**config.mk**
```make
export PLATFORM = sky130hd
export DESIGN_NAME = seq_mult32
export DESIGN_NICKNAME = d
export VERILOG_FILES = /design/src/rtl/seq_mult32_pkg.sv /design/src/rtl/add32_carry.sv /design/src/rtl/seq_mult32.sv
export SDC_FILE = /design/constraint.sdc
export NUM_CORES = 1
export LEC_CHECK = 0
export ABC_AREA = 1
export CAP_MARGIN = 20
export CORE_ASPECT_RATIO = 0.6
export CORE_MARGIN = 5
export CORE_UTILIZATION = 55
export DETAILED_ROUTE_END_ITERATION = 12
export GPL_TIMING_DRIVEN = 0
export MAX_ROUTING_LAYER = met4
export PLACE_DENSITY = 0.84
export SYNTH_ARGS = -nofsm -noshare
export SYNTH_HDL_FRONTEND = slang
export SYNTH_HIERARCHICAL = 1
export SYNTH_SLANG_ARGS = --single-unit
```
**constraint.sdc**
```tcl
create_clock -name clk -period 40.8 [get_ports clk]
set_input_delay 4.08 -clock clk [delete_from_list [all_inputs] [get_ports clk]]
set_output_delay 4.08 -clock clk [all_outputs]
set_load 0.03 [all_outputs]
```
**src/rtl/seq_mult32_pkg.sv**
```systemverilog
// Shared constants for the vALU iterative multiplier: state encodings and sizing.
package seq_mult32_pkg;

  localparam int MUL_WIDTH = 32;
  localparam int MUL_ITERS = 32;

  typedef enum logic [1:0] {
    MUL_IDLE = 2'b00,
    MUL_RUN  = 2'b01,
    MUL_DONE = 2'b10
  } mul_state_t;

endpackage

```
**src/rtl/add32_carry.sv**
```systemverilog
// Ripple-carry adder reused every iteration for the accumulate step; carry-out is exported.
module add32_carry #(
  parameter int WIDTH = 32
) (
  input  logic [WIDTH-1:0] a,
  input  logic [WIDTH-1:0] b,
  output logic [WIDTH-1:0] sum,
  output logic             cout
);

  always_comb begin
    logic c;
    c   = 1'b0;
    sum = '0;
    for (int i = 0; i < WIDTH; i++) begin
      sum[i] = a[i] ^ b[i] ^ c;
      c      = (a[i] & b[i]) | (c & (a[i] ^ b[i]));
    end
    cout = c;
  end

endmodule

```
**src/rtl/seq_mult32.sv**
```systemverilog
// Iterative unsigned shift-and-add multiplier: one adder, one bit of the multiplier per cycle.
module seq_mult32
  import seq_mult32_pkg::*;
#(
  parameter int WIDTH = MUL_WIDTH,
  parameter int ITERS = MUL_ITERS
) (
  input  logic             clk,
  input  logic             reset,
  input  logic             start,
  input  logic [WIDTH-1:0] A,
  input  logic [WIDTH-1:0] B,
  output logic             busy,
  output logic             done,
  output logic [WIDTH-1:0] product,
  output logic             overflow
);

  localparam int CNT_W = $clog2(ITERS + 1);
  localparam logic [CNT_W-1:0] CNT_LAST = CNT_W'(ITERS - 1);
  localparam logic [CNT_W-1:0] CNT_ONE  = CNT_W'(1);

  function automatic logic hi_nonzero(input logic [WIDTH-1:0] v);
    return |v;
  endfunction

  mul_state_t       state;
  logic [WIDTH-1:0] mcand;
  logic [WIDTH-1:0] mplier;
  logic [WIDTH-1:0] acc_hi;
  logic [CNT_W-1:0] count;

  logic [WIDTH-1:0] addend;
  logic [WIDTH-1:0] sum;
  logic             carry;
  logic [WIDTH-1:0] acc_nxt;
  logic [WIDTH-1:0] mplier_nxt;

  // Accumulate stage: gate the multiplicand by the current multiplier LSB, add to the high word.
  assign addend = mcand & {WIDTH{mplier[0]}};

  add32_carry #(.WIDTH(WIDTH)) u_add (
    .a    (acc_hi),
    .b    (addend),
    .sum  (sum),
    .cout (carry)
  );

  // Shift stage: the adder carry becomes the new MSB so the high word survives acc_hi+mcand >= 2^WIDTH.
  assign acc_nxt    = {carry, sum[WIDTH-1:1]};
  assign mplier_nxt = {sum[0], mplier[WIDTH-1:1]};

  always_ff @(posedge clk or posedge reset) begin
    if (reset) begin
      state    <= MUL_IDLE;
      busy     <= 1'b0;
      done     <= 1'b0;
      product  <= '0;
      overflow <= 1'b0;
      mcand    <= '0;
      mplier   <= '0;
      acc_hi   <= '0;
      count    <= '0;
    end else begin
      case (state)
        MUL_IDLE: begin
          done <= 1'b0;
          busy <= 1'b0;
          if (start) begin
            mcand  <= A;
            mplier <= B;
            acc_hi <= '0;
            count  <= '0;
            busy   <= 1'b1;
            state  <= MUL_RUN;
          end
        end
        MUL_RUN: begin
          acc_hi <= acc_nxt;
          mplier <= mplier_nxt;
          count  <= count + CNT_ONE;
          if (count == CNT_LAST) begin
            product  <= mplier_nxt;
            overflow <= hi_nonzero(acc_nxt);
            done     <= 1'b1;
            state    <= MUL_DONE;
          end
        end
        MUL_DONE: begin
          done  <= 1'b0;
          busy  <= 1'b0;
          state <= MUL_IDLE;
        end
        default: begin
          done  <= 1'b0;
          busy  <= 1'b0;
          state <= MUL_IDLE;
        end
      endcase
    end
  end

endmodule

```
* Word-level counts from Yosys, hierarchy flattened
Index checks and enable logic that the tools add are counted.
Storage, ports and cells: bits in registers 139, input port bits 67, output and inout bits 35
Operators by class: add/subtract/negate cells 1, eq/ne operators 4, mux-type cells 13, bitwise operators 158, reductions and logical operators 7
Operators by type and width (count):
- one-hot mux 32 bit (2 select lines) | 2
- 2-to-1 mux 32 bit | 2
- AND 1 bit | 63
- bitwise XOR 1 bit | 63
- AND 32 bit | 1
- OR reduction 32 bit | 1
- OR 1 bit | 31
- one-hot mux 6 bit (2 select lines) | 1
- AND reduction 2 bit | 4
- adder 6 x 1 -> 6 bit, second input constant | 1
- equality test 6 x 5 -> 1 bit, second input constant | 1
- 2-to-1 mux 6 bit | 1
- 2-to-1 mux 2 bit | 2
- inequality test 2 bit, second input constant | 2
- one-hot mux 2 bit (2 select lines) | 1
- 2-to-1 mux 1 bit | 3
- equality test 2 x 1 -> 1 bit, second input constant | 1
- logical NOT 2 bit | 1
- one-hot mux 1 bit (2 select lines) | 1
- nonzero test 2 bit | 1

* Longest topological paths before layout
Gate-level depths: netlist of the first run.
depth in word-level cells 65, depth in mapped cells 45, mapped depth without buffers 44

* By module
The synthesis of the first run kept the hierarchy.
By module, submodules not included:
- seq_mult32 | times used 1, cells each 604, area each 5826.8 sq um, seq. area each 3478.3 sq um
- add32_carry | times used 1, cells each 42, area each 670.6 sq um, seq. area each 0.0 sq um

* Worst setup path before layout of the first run
OpenSTA, ideal clock, no wires.
kind register to register, start reg mplier[0], end reg overflow, library setup time 0.065 ns, arrival time 12.822 ns, slack 27.913 ns, cell stages (with the launch flop) 46, clock period less this slack 12.887 ns, cells stage by stage dfrtp_1 clkbuf_1 clkbuf_1 nand2_1 inv_1 fa_1 fa_1 fa_1 fa_1 fa_1 fa_1 fa_1 fa_1 fa_1 fa_1 fa_1 fa_1 fa_1 [... 10 more ...] fa_1 fa_1 fa_1 fa_1 fa_1 fa_1 fa_1 fa_1 fa_1 inv_1 fa_1 inv_1 nor2_1 nand2_1 nor2_1 nand2_1 o21ai_0 nand2_1
On the way: elaborated cells between the ends (all ways) 158, classes of those cells bitwise (157); reduce/logical (1)
RTL lines:
- from (decl) | RTL line seq_mult32.sv:29 | logic [WIDTH-1:0] mplier;
- from (signal assigned) | RTL line seq_mult32.sv:80 | mplier <= mplier_nxt;
- AND 32 bit * | RTL line seq_mult32.sv:40 | assign addend = mcand & {WIDTH{mplier[0]}};
- named net addend[1] | RTL line seq_mult32.sv:33 | logic [WIDTH-1:0] addend;
- bitwise XOR 1 bit | RTL line add32_carry.sv:17 | c = (a[i] & b[i]) | (c & (a[i] ^ b[i]));
- AND 1 bit | RTL line add32_carry.sv:17
- OR 1 bit * | RTL line add32_carry.sv:17
- AND 1 bit * | RTL line add32_carry.sv:17
- OR 1 bit * | RTL line add32_carry.sv:17
- AND 1 bit * | RTL line add32_carry.sv:17
- [... 50 more ...]
- OR 1 bit * | RTL line add32_carry.sv:17
- AND 1 bit * | RTL line add32_carry.sv:17
- OR 1 bit * | RTL line add32_carry.sv:17
- AND 1 bit * | RTL line add32_carry.sv:17
- OR 1 bit * | RTL line add32_carry.sv:17
- bitwise XOR 1 bit * | RTL line add32_carry.sv:16 | sum[i] = a[i] ^ b[i] ^ c;
- named net sum[31] | RTL line seq_mult32.sv:34 | logic [WIDTH-1:0] sum;
- OR reduction 32 bit * | RTL line seq_mult32.sv:24 | return |v;
- to (signal assigned) | RTL line seq_mult32.sv:84 | overflow <= hi_nonzero(acc_nxt);
- to (decl) | RTL line seq_mult32.sv:16 | output logic overflow
Mark *: on every way through the listed nets, which the timed path passes. The rest lies on a longest branch. A chain may end at the register's enable or synchronous reset.

* Worst setup path in the final report of the first run
Ends and elaborated chain as after synthesis.

==> results of run 1 <==
cell type report:
| class | count | area [µm²] | share of cell area [%] |
|---|---|---|---|
| clock inverters | 15 | 221.5 | 2.640 |
| clock buffers | 17 | 425.4 | 5.072 |
| flip-flops and latches | 139 | 3478 | 41.47 |
| multi-input cells | 388 | 2500 | 29.80 |
| plain buffers | 33 | 193.9 | 2.312 |
| inverters | 86 | 330.3 | 3.938 |
| well taps | 160 | 200.2 | 2.387 |
| repair buffers | 102 | 1039 | 12.38 |
worst paths after layout:
| check | from | to | slack (ns) | cells after the start |
|---|---|---|---|---|
| min | mcand[22]$_DFFE_PP0P_ | mcand[22]$_DFFE_PP0P_ | 0.47 | 2 |
| min in group asynchronous | reset | mplier[22]$_DFFE_PP0P_ | 4.07 | 2 |
| min reg2reg | mcand[22]$_DFFE_PP0P_ | mcand[22]$_DFFE_PP0P_ | 0.47 | 2 |
| max reg2reg | mplier[0]$_DFFE_PP0P_ | overflow$_DFFE_PP0P_ | 26.94 | 45 |
| max in group asynchronous | reset | count[0]$_DFFE_PP0P_ | 35.94 | 3 |
| max | mplier[0]$_DFFE_PP0P_ | overflow$_DFFE_PP0P_ | 26.94 | 45 |
flip-flops by register name, indices dropped and copies added (netlist names):
name / cells
mcand: 32
done: 1
product: 32
count: 6
busy: 1
acc_hi: 32
overflow: 1
mplier: 32
state: 2
routing by layer:
layer	part of all wire, %	global-route usage (%)	vias up
met5	0	-	-
met4	2.5	8.067	0
met3	6.0	5.689	45
met2	48	39.17	191
met1	43	32.18	2499
li1	-	-	2305
layout by cell type (no fill, tap or decap), types with 2 or more instances in the layout:
cell type,count
clkbuf_1,10
buf_2,14
a21oi_1,2
buf_4,2
o21ai_0,6
dfrtp_1,139
buf_6,6
nor2_1,23
clkbuf_16,17
o221ai_1,30
a22o_1,31
inv_6,3
clkinv_2,4
bufinv_16,5
inv_1,80
ha_1,2
clkdlybuf4s50_1,101
o211ai_1,2
nand2_1,220
inv_2,4
clkinv_4,3
nand3_1,5
o21ai_2,31
fa_1,31
per-stage QoR:
stage / hold slack, ns / instances / setup slack (ns)
final: 0.4740 / 940 / 26.94
after global routing: 0.5024 / 940 / 26.52
after CTS: 0.4736 / 940 / 26.98
after detailed placement: 0.4591 / 908 / 27.15
after global placement: 0.4580 / 907 / 27.34
after floorplan: 0.4422 / 646 / 27.91
cell families (layout without fill, tap and decap cells):
group | after synthesis | after routing
simple gates | 251 | 251
flops | 139 | 139
buf+inv | 119 | 253
compound gates | 103 | 103
fa+ha+maj | 33 | 33
mux | 1 | 1
power groups by stage:
stage,combinational [W],sequential [W],clock [W]
2_1_floorplan,0.000167,0.000254,0
3_3_place_gp,0.000254,0.000235,0
3_5_place_dp,0.000268,0.000237,0
4_1_cts,0.000275,0.000237,0.000170
5_1_grt,0.000305,0.000244,0.000177
6_report,0.000275,0.000237,0.000169
worst min-delay path, cell delays in order (launching register included):
cell	delay (ns)
dfrtp_1	0.34
nand2_1	0.06
nand2_1	0.05
==> results by group, run 1 <==
Logic synthesis
  – Net Count, Synth: 746
  – Yosys Warn Count: 6
  – Synth Instances: 646
  – Synth cell types: 25
  – Synth cell count leaders: nand2_1, dfrtp_1, inv_1
  – Mapped Area: 6497 µm²
  – Simple-Gate Fraction of Synth Area: 15.02%
  – Ys async rst share: 100.0%
  – Largest family of logic cells by synthesized area: simple AND/OR/NAND/NOR gates
  – Post-Synth XOR/XNOR Area: 0%
  – Area contributors post-synth: dfrtp_1, nand2_1, fa_1, inv_1, a22o_1
  – Seq cells post-synth: 139
  – EDFF count, synth: 0
  – Synthesized-area fraction occupied by adder cells: 9.936%
  – Most frequent cell after synthesis: nand2_1
  – Synth area leader: dfrtp_1
  – Synth top area share: 53.53%
  – Syn avg cell area: 10.06 µm²
  – Multiplexer share of the synthesized area: 0.1541%
  – Post-synthesis compound-gate area fraction: 13.36%
  – Sequential share of the synthesized area: 53.53%
  – Main synth FF type: dfrtp_1

Placement
  – PortBufs: 101
  – GPL Wtd Cong: 0.8811
  – Post-DP HPWL: 11000 µm
  – Post-DP Area: 7741 µm²

Clocking
  – Clock transition at the registers of the reported paths: 0.06 ns
  – H-tree Lvls: 4
  – Setup Fix Bufs, Post-CTS: 0
  – CTS tree: yes
  – Post-CTS Resized: 0
  – CTS Buf Count: 17
  – Clk Latency, worst-skew pair: 0.42 ns
  – Clock Tree Buf Depth: 2
  – CTS Root Cell: clkbuf_16
  – Hold_buf cts: 0
  – Clock Sinks: 139

Power and ir drop
  – Power Total: 0.0006816 W
  – PD cells: 81.26 nW/µm²
  – NetSw: 0.0002568 W
  – Clock share of power: 24.9%
  – Gate power share: 40.4%
  – Int Power: 0.0004248 W
  – Switching share of total power: 37.68%
  – Worst vdd ir: 43.19 µV
  – Seq pwr share: 34.8%
  – Leak: 4.214 nW

Worst setup path
  – Critical Path RT: 41.15 ns
  – Crit Path Max Fanout: 10
  – CP delay by family, top: adder cells
  – Critical Path End Type: flop
  – CP Class: reg2reg
  – CP max stage delay: 0.43 ns
  – Most common cell on crit path: fa_1
  – CP max-delay cell: fa_1
  – Arr. time, crit path: 14.21 ns
  – Buf/Inv on CP: 7
  – Startpoint Class: flop

Route
  – 1st-iter DRT viols: 392
  – Antenna-violating nets left: 0
  – Post-Route WL: 15810 µm
  – Vias per cell: 5.362
  – DR pass1 iterations: 5
  – WL/cell: 16.82 µm
  – Routed via count: 5040
  – DRC violations left: 0

Final layout
  – Final instance area: 8388 µm²
  – # fillers: 770
  – Final core utilization: 73.51%
  – Layout cells sized above 1: 12.18%
  – Nets: 867
  – # diodes: 0
  – Area growth syn-to-layout: 29.10%

Timing
  – Slew @ Worst Pin: 0.5486 ns
  – Setup TNS: 0 ns
  – Slew HR: 63.43%
  – Final setup viols: 0
  – Fin. Hold Viols: 0
  – Crit path time final: 13.86 ns
  – RSZ-0062 raised after global routing: false
  – Layout Skew: 0.007236 ns
  – Slew Viols, Final: 0
  – Highest Clock Rate: 0.07217 GHz
  – Period utilization: 33.96%

Hold path
  – Worst hold path type: reg2reg

Job
  – Max cap viols: 0

Global routing
  – Number of global-route vias before repair: 5439
  – Initial antenna violation count: 0
  – Largest net degree at the start of global routing: 90
  – Gr usage total: 24.80%
  – Grt ovf: 0
  – First-pass GRT wire length: 26540 µm

Die
  – Initial core utilization: 56.94%
  – Die area: 14160 µm²
  – Die H: 94.19 µm
  – I/O pin count: 102
  – Width of the die: 150.3 µm
  – Floorplan row count: 30
  – CORE AREA: 11410 µm²

Status
  – Outcome: completed
(Power assumes the default switching activity.)
==> inputs of run 2 (changes only) <==
--- a/config.mk
+++ b/config.mk
@@ -9,11 +9,11 @@
 export CAP_MARGIN = 20
 export CORE_ASPECT_RATIO = 0.6
 export CORE_MARGIN = 5
-export CORE_UTILIZATION = 55
+export CORE_UTILIZATION = 49
 export DETAILED_ROUTE_END_ITERATION = 12
 export GPL_TIMING_DRIVEN = 0
 export MAX_ROUTING_LAYER = met4
-export PLACE_DENSITY = 0.84
+export PLACE_DENSITY = 0.8
 export SYNTH_ARGS = -nofsm -noshare
 export SYNTH_HDL_FRONTEND = slang
 export SYNTH_HIERARCHICAL = 1
==> constraint.sdc (replaced) <==
create_clock -name clk -period 11.5 [get_ports clk]
set_input_delay 1.15 -clock clk [delete_from_list [all_inputs] [get_ports clk]]
set_output_delay 1.15 -clock clk [all_outputs]
set_load 0.03 [all_outputs]
==> run 2 against run 1 <==
  * The flow now finishes with violations (setup timing)
  * Sequential power increased to 3.6 times the previous value
  * Via count fell by 1.9%
  * Sequential share of layout area shrank 0.47 points
  * Cell area up 1.2%
  * Clock skew up 0.0010 ns
  * Register-to-register slack lost 28 ns
==> results by group, run 2 (synthesized netlist as in run 1, its figures left out) <==
Worst setup path
  – Critical Path End Type: flop (unchanged)
  – CP max-delay cell: dfrtp_2 (was fa_1)
  – Most common cell on crit path: fa_2 (was fa_1)
  – Arr. time, crit path: 12.45 ns (was 14.21 ns)
  – Critical Path RT: 11.86 ns (was 41.15 ns)
  – Crit Path Max Fanout: 4 (was 10)
  – CP max stage delay: 0.44 ns (was 0.43 ns)
  – CP Class: reg2reg (unchanged)
  – Startpoint Class: flop (unchanged)
  – R2R cell count: 44 (was 45)

Die
  – CORE AREA: 12930 µm² (was 11410 µm²)
  – Die H: 99.20 µm (was 94.19 µm)
  – Die area: 15740 µm² (was 14160 µm²)
  – Width of the die: 158.7 µm (was 150.3 µm)
  – Initial core utilization: 50.24% (was 56.94%)
  – I/O pin count: 102 (unchanged)
  – Floorplan row count: 32 (was 30)

Timing
  – Slew Viols, Final: 0 (unchanged)
  – Crit path time final: 12.09 ns (was 13.86 ns)
  – Period utilization: 105.1% (was 33.96%)
  – Slew HR: 65.75% (was 63.43%)
  – Fin. Hold Viols: 0 (unchanged)
  – Layout Skew: 0.008259 ns (was 0.007236 ns)
  – Fin worst setup slack: -0.5906 ns (was 26.94 ns)
  – Highest Clock Rate: 0.08271 GHz (was 0.07217 GHz)
  – Final setup viols: 4 (was 0)
  – Setup TNS: -1.274 ns (was 0 ns)
  – RSZ-0062 raised after global routing: true (was false)
  – Slew @ Worst Pin: 0.5138 ns (was 0.5486 ns)

Route
  – Routed via count: 4946 (was 5040)
  – DRC violations left: 0 (unchanged)
  – 1st-iter DRT viols: 293 (was 392)
  – Vias per cell: 5.206 (was 5.362)
  – WL/cell: 16.55 µm (was 16.82 µm)
  – Antenna-violating nets left: 0 (unchanged)
  – Post-Route WL: 15720 µm (was 15810 µm)
  – DR pass1 iterations: 5 (unchanged)

Placement
  – Post-Place Setup Slack: -0.6754 ns (was 27.15 ns)
  – Post-DP Area: 7838 µm² (was 7741 µm²)
  – PortBufs: 101 (unchanged)
  – GPL Wtd Cong: 0.8317 (was 0.8811)
  – Post-DP HPWL: 10960 µm (was 11000 µm)

Power and ir drop
  – Worst vdd ir: 116.8 µV (was 43.19 µV)
  – Leak: 4.171 nW (was 4.214 nW)
  – PD cells: 286.6 nW/µm² (was 81.26 nW/µm²)

Global routing
  – Number of global-route vias before repair: 5214 (was 5439)
  – Grt ovf: 0 (unchanged)
  – Largest net degree at the start of global routing: 96 (was 90)
  – Initial antenna violation count: 0 (unchanged)
  – Gr usage total: 21.76% (was 24.80%)
  – First-pass GRT wire length: 26150 µm (was 26540 µm)

Hold path
  – Worst hold path type: reg2reg (unchanged)
  – Hold Crit Depth: 2 (unchanged)

Final layout
  – Nets: 868 (was 867)
  – Area growth syn-to-layout: 30.64% (was 29.10%)
  – Layout cells sized above 1: 16.79% (was 12.18%)
  – # fillers: 981 (was 770)
  – # diodes: 0 (unchanged)
  – Final instance area: 8488 µm² (was 8388 µm²)
  – Commonest non-fill, non-tap cell in the layout: nand2_1 (unchanged)
  – Most frequent cells in the layout: nand2_1, dfrtp_1, clkdlybuf4s50_1, inv_1 (unchanged)

Clocking
  – Clock Tree Buf Depth: 2 (unchanged)
  – Clock Sinks: 139 (unchanged)
  – CTS Buf Count: 17 (unchanged)
  – CTS Root Cell: clkbuf_16 (unchanged)
  – CTS tree: yes (unchanged)
  – Hold_buf cts: 0 (unchanged)
  – Clk Latency, worst-skew pair: 0.42 ns (about the same)
  – H-tree Lvls: 4 (unchanged)
  – Clock transition at the registers of the reported paths: 0.06 ns (about the same)

Job
  – Max cap viols: 0 (unchanged)

Status
  – Failing checks: setup timing
  – Outcome: finished with violations (was completed)
-- run 2: changes by cell type in the layout (fill, tap and decap cells not counted), moves of 2 or more --
cell / before / now
fa_2: 0 / 29
inv_1: 80 / 78
fa_1: 31 / 2
inv_2: 4 / 6
clkbuf_1: 10 / 8
buf_4: 2 / 4
clkbuf_8: 0 / 3
-- run 2: repair_timing --
item | 4_1_cts | 5_1_grt
setup buffers | 2 | 0
gates cloned | 0 | 0
gates resized for setup | 2 | 3
endpoints found under the hold margin | 0 | 0
pin swaps | 2 | 0
endpoints found under the setup margin | 4 | 4
-- run 2: metrics by stage --
stage          util (%)  cells  hold slack, ns  total power (W)
4_1_cts           65.61    950          0.4764         0.002438
5_1_grt           65.63    950          0.4953         0.002592
3_5_place_dp      60.60    918          0.4618         0.001821
6_report          65.63    950          0.4730         0.002432
2_1_floorplan         -    646          0.4422         0.001514
3_3_place_gp      60.35    917          0.4583         0.001764
-- run 2: critical path: cells and delay by family (launching register included) --
kind	cells	cell delay, ns
adder cells (fa/ha/maj)	32	10.87
flip-flops	1	0.44
AND/OR/NAND/NOR	6	0.36
buffers and inverters	5	0.31
AO/OA/AOI/OAI	1	0.05
-- run 2: metal layers --
layer / GRT usage [%] / up-vias / share of wire, %
met5: - / - / 0
met4: 7.339 / 0 / 1.9
met3: 4.652 / 24 / 4.8
met2: 31.99 / 135 / 47
met1: 30.32 / 2483 / 47
li1: - / 2304 / -
-- run 2: path summary, 6_finish.rpt --
path	slack, ns	endpoint	startpoint
setup / recovery	-0.59	overflow$_DFFE_PP0P_	mplier[0]$_DFFE_PP0P_
hold / removal	0.47	mcand[20]$_DFFE_PP0P_	mcand[20]$_DFFE_PP0P_
setup reg to reg	-0.59	overflow$_DFFE_PP0P_	mplier[0]$_DFFE_PP0P_
hold reg to reg	0.47	mcand[20]$_DFFE_PP0P_	mcand[20]$_DFFE_PP0P_
max in group asynchronous	9.53	mplier[0]$_DFFE_PP0P_	reset
min in group asynchronous	1.13	mplier[28]$_DFFE_PP0P_	reset
-- run 2: layout make-up --
| class | instances | area (µm²) | share of cell area, % |
|---|---|---|---|
| buffer | 32 | 201.4 | 2.373 |
| timing repair buffer | 104 | 1054 | 12.41 |
| inverter | 86 | 330.3 | 3.892 |
| multi-input combinational | 388 | 2577 | 30.37 |
| sequential | 139 | 3480 | 40.99 |
| clock inverter | 11 | 166.4 | 1.961 |
| clock buffer | 20 | 466.7 | 5.498 |
| tap | 170 | 212.7 | 2.506 |
-- run 2: power breakdown --
group / total [W] / internal (W) / switching, W
Sequential: 0.000847 / 0.000710 / 0.000137
Combinational: 0.000995 / 0.000434 / 0.000561
Clock: 0.000591 / 0.000379 / 0.000212
Total: 0.00243 / 0.00152 / 0.000910
==> inputs of run 3 (changes only) <==
--- a/config.mk
+++ b/config.mk
@@ -12,8 +12,10 @@
 export CORE_UTILIZATION = 49
 export DETAILED_ROUTE_END_ITERATION = 12
 export GPL_TIMING_DRIVEN = 0
+export HOLD_SLACK_MARGIN = 0.06
 export MAX_ROUTING_LAYER = met4
-export PLACE_DENSITY = 0.8
+export PLACE_DENSITY = 0.82
+export SETUP_SLACK_MARGIN = 0.1
 export SYNTH_ARGS = -nofsm -noshare
 export SYNTH_HDL_FRONTEND = slang
 export SYNTH_HIERARCHICAL = 1
==> run 3 against run 2 <==
  * The flow still finishes with violations (setup timing)
  * Largest power group unchanged
  * Largest cell class unchanged
  * Highest routed layer unchanged
  * Clock skew rose by 0.0032 ns
  * Wire length rose by 4.6%
  * Total power barely moved
  * Critical endpoint unchanged
  * Via count rose by 2.9%
==> results by group, run 3 (synthesized netlist as in run 1, its figures left out) <==
Status
  – Outcome: finished with violations (unchanged)
  – Failing checks: setup timing (unchanged)

Route
  – Vias per cell: 5.340 (was 5.206)
  – DRC violations left: 0 (unchanged)
  – Post-Route WL: 16440 µm (was 15720 µm)
  – DR pass1 iterations: 8 (was 5)
  – WL/cell: 17.25 µm (was 16.55 µm)
  – Routed via count: 5089 (was 4946)
  – Antenna-violating nets left: 0 (unchanged)
  – 1st-iter DRT viols: 408 (was 293)

Timing
  – Final setup viols: 4 (unchanged)
  – Setup TNS: -1.843 ns (was -1.274 ns)
  – Fin worst setup slack: -0.7524 ns (was -0.5906 ns)
  – Slew HR: 64.53% (was 65.75%)
  – Slew Viols, Final: 0 (unchanged)
  – Highest Clock Rate: 0.08162 GHz (was 0.08271 GHz)
  – RSZ-0062 raised after global routing: true (unchanged)
  – Period utilization: 106.5% (was 105.1%)
  – Fin. Hold Viols: 0 (unchanged)
  – Slew @ Worst Pin: 0.5321 ns (was 0.5138 ns)
  – Crit path time final: 12.25 ns (was 12.09 ns)
  – Layout Skew: 0.01148 ns (was 0.008259 ns)

Clocking
  – Clock Tree Buf Depth: 2 (unchanged)
  – CTS Buf Count: 17 (unchanged)
  – Clk Latency, worst-skew pair: 0.42 ns (about the same)
  – Clock Sinks: 139 (unchanged)
  – CTS tree: yes (unchanged)
  – Clock transition at the registers of the reported paths: 0.06 ns (about the same)
  – H-tree Lvls: 4 (unchanged)
  – CTS Root Cell: clkbuf_16 (unchanged)
  – Hold_buf cts: 0 (unchanged)

Final layout
  – Final instance area: 8513 µm² (was 8488 µm²)
  – Nets: 870 (was 868)
  – Multi-input logic area: 2606 µm² (was 2577 µm²)
  – # diodes: 0 (unchanged)
  – # fillers: 944 (was 981)
  – Most frequent cells in the layout: nand2_1, dfrtp_1, clkdlybuf4s50_1, inv_1, o21ai_2 (was nand2_1, dfrtp_1, clkdlybuf4s50_1, inv_1)
  – FF+latch area: 3478 µm² (was 3480 µm²)
  – Commonest non-fill, non-tap cell in the layout: nand2_1 (unchanged)
  – Layout cells sized above 1: 17.88% (was 16.79%)
  – Area growth syn-to-layout: 31.02% (was 30.64%)

Die
  – I/O pin count: 102 (unchanged)
  – Floorplan row count: 32 (unchanged)
  – Die H: 99.20 µm (unchanged)
  – Width of the die: 158.7 µm (unchanged)
  – Die area: 15740 µm² (unchanged)
  – Initial core utilization: 50.24% (unchanged)
  – CORE AREA: 12930 µm² (unchanged)

Placement
  – Post-Place Setup Slack: -0.7839 ns (was -0.6754 ns)
  – GPL Wtd Cong: 0.8531 (was 0.8317)
  – Post-DP Area: 7838 µm² (unchanged)
  – PortBufs: 101 (unchanged)
  – Post-DP HPWL: 11670 µm (was 10960 µm)

Worst setup path
  – Worst r2r src: mplier[0]$_DFFE_PP0P_ (unchanged)
  – Arr. time, crit path: 12.61 ns (was 12.45 ns)
  – Most common cell on crit path: fa_2 (unchanged)
  – Critical Path RT: 11.86 ns (about the same)
  – Startpoint Class: flop (unchanged)
  – CP Class: reg2reg (unchanged)
  – CP max stage delay: 0.44 ns (about the same)
  – CP max-delay cell: fa_1 (was dfrtp_2)
  – Critical Path End Type: flop (unchanged)
  – CP delay by family, top: adder cells (unchanged)
  – Crit Path Max Fanout: 4 (unchanged)
  – CP Launch Point: mplier[0]$_DFFE_PP0P_ (unchanged)
  – Buf/Inv on CP: 7 (was 5)

Power and ir drop
  – Power Total: 0.002434 W (was 0.002432 W)
  – Leak: 4.159 nW (was 4.171 nW)
  – Worst vdd ir: 172.4 µV (was 116.8 µV)
  – PD cells: 285.9 nW/µm² (was 286.6 nW/µm²)

Hold path
  – Worst hold path type: reg2reg (unchanged)
  – Min-delay src: mcand[15]$_DFFE_PP0P_ (was mcand[20]$_DFFE_PP0P_)

Global routing
  – Largest net degree at the start of global routing: 95 (was 96)
  – Grt ovf: 0 (unchanged)
  – First-pass GRT wire length: 27010 µm (was 26150 µm)
  – Initial antenna violation count: 0 (unchanged)
  – Gr usage total: 22.63% (was 21.76%)
  – Number of global-route vias before repair: 5247 (was 5214)

Job
  – Max cap viols: 0 (unchanged)
==> run 3: changes by cell type in the layout (fill, tap and decap cells not counted), moves of 4 or more <==
cell and change:
inv_1 -4, inv_6 +4, clkinv_2 -4, inv_2 +4
clkinvlp_4 +5
==> run 3: worst paths after layout <==
path	slack (ns)	depth (start not counted)	to
setup / recovery	-0.75	45	overflow$_DFFE_PP0P_
hold / removal	0.48	2	mcand[15]$_DFFE_PP0P_
setup reg to reg	-0.75	45	overflow$_DFFE_PP0P_
hold reg to reg	0.48	2	mcand[15]$_DFFE_PP0P_
max in group asynchronous	9.58	3	mcand[4]$_DFFE_PP0P_
min in group asynchronous	1.12	2	mplier[20]$_DFFE_PP0P_
==> run 3: what timing repair did <==
action,4_1_cts,5_1_grt
endpoints found under the setup margin,5,5
pin swaps,2,1
buffers inserted,3,0
resized for setup,12,5
==> run 3: layout make-up <==
class,count,area share [%]
Sequential cell,139,40.86
Inverter,86,3.880
Tap cell,170,2.499
Clock inverter,14,1.867
Multi-Input combinational cell,388,30.61
Clock buffer,18,5.159
Timing Repair Buffer,105,12.46
Buffer,33,2.660
==> run 3: tightest hold or removal path, cell delays in order (launching register included) <==
cell	delay (ns)
dfrtp_1	0.35
nand2_1	0.05
nand2_1	0.05
==> run 3: power breakdown <==
group | internal, W | total, W | switching, W
clock network | 0.000329 | 0.000551 | 0.000222
logic | 0.000448 | 0.00103 | 0.000585
registers | 0.000709 | 0.000850 | 0.000140
total | 0.00149 | 0.00243 | 0.000948
==> run 3: layer usage <==
metal	GRT usage, %	routed length (µm)	vias up
li1	-	-	2315
met1	31.17	7258	2578
met2	34.65	8013	181
met3	4.522	1009	15
met4	6.160	161	0
met5	-	0	-
==> run 3: stage by stage <==
stage / util [%] / hold slack (ns) / instances
floorplan: - / 0.4422 / 646
global placement: 60.35 / 0.4587 / 917
detailed placement: 60.60 / 0.4587 / 918
CTS: 65.71 / 0.4751 / 953
global route: 65.83 / 0.4894 / 953
finish: 65.83 / 0.4762 / 953
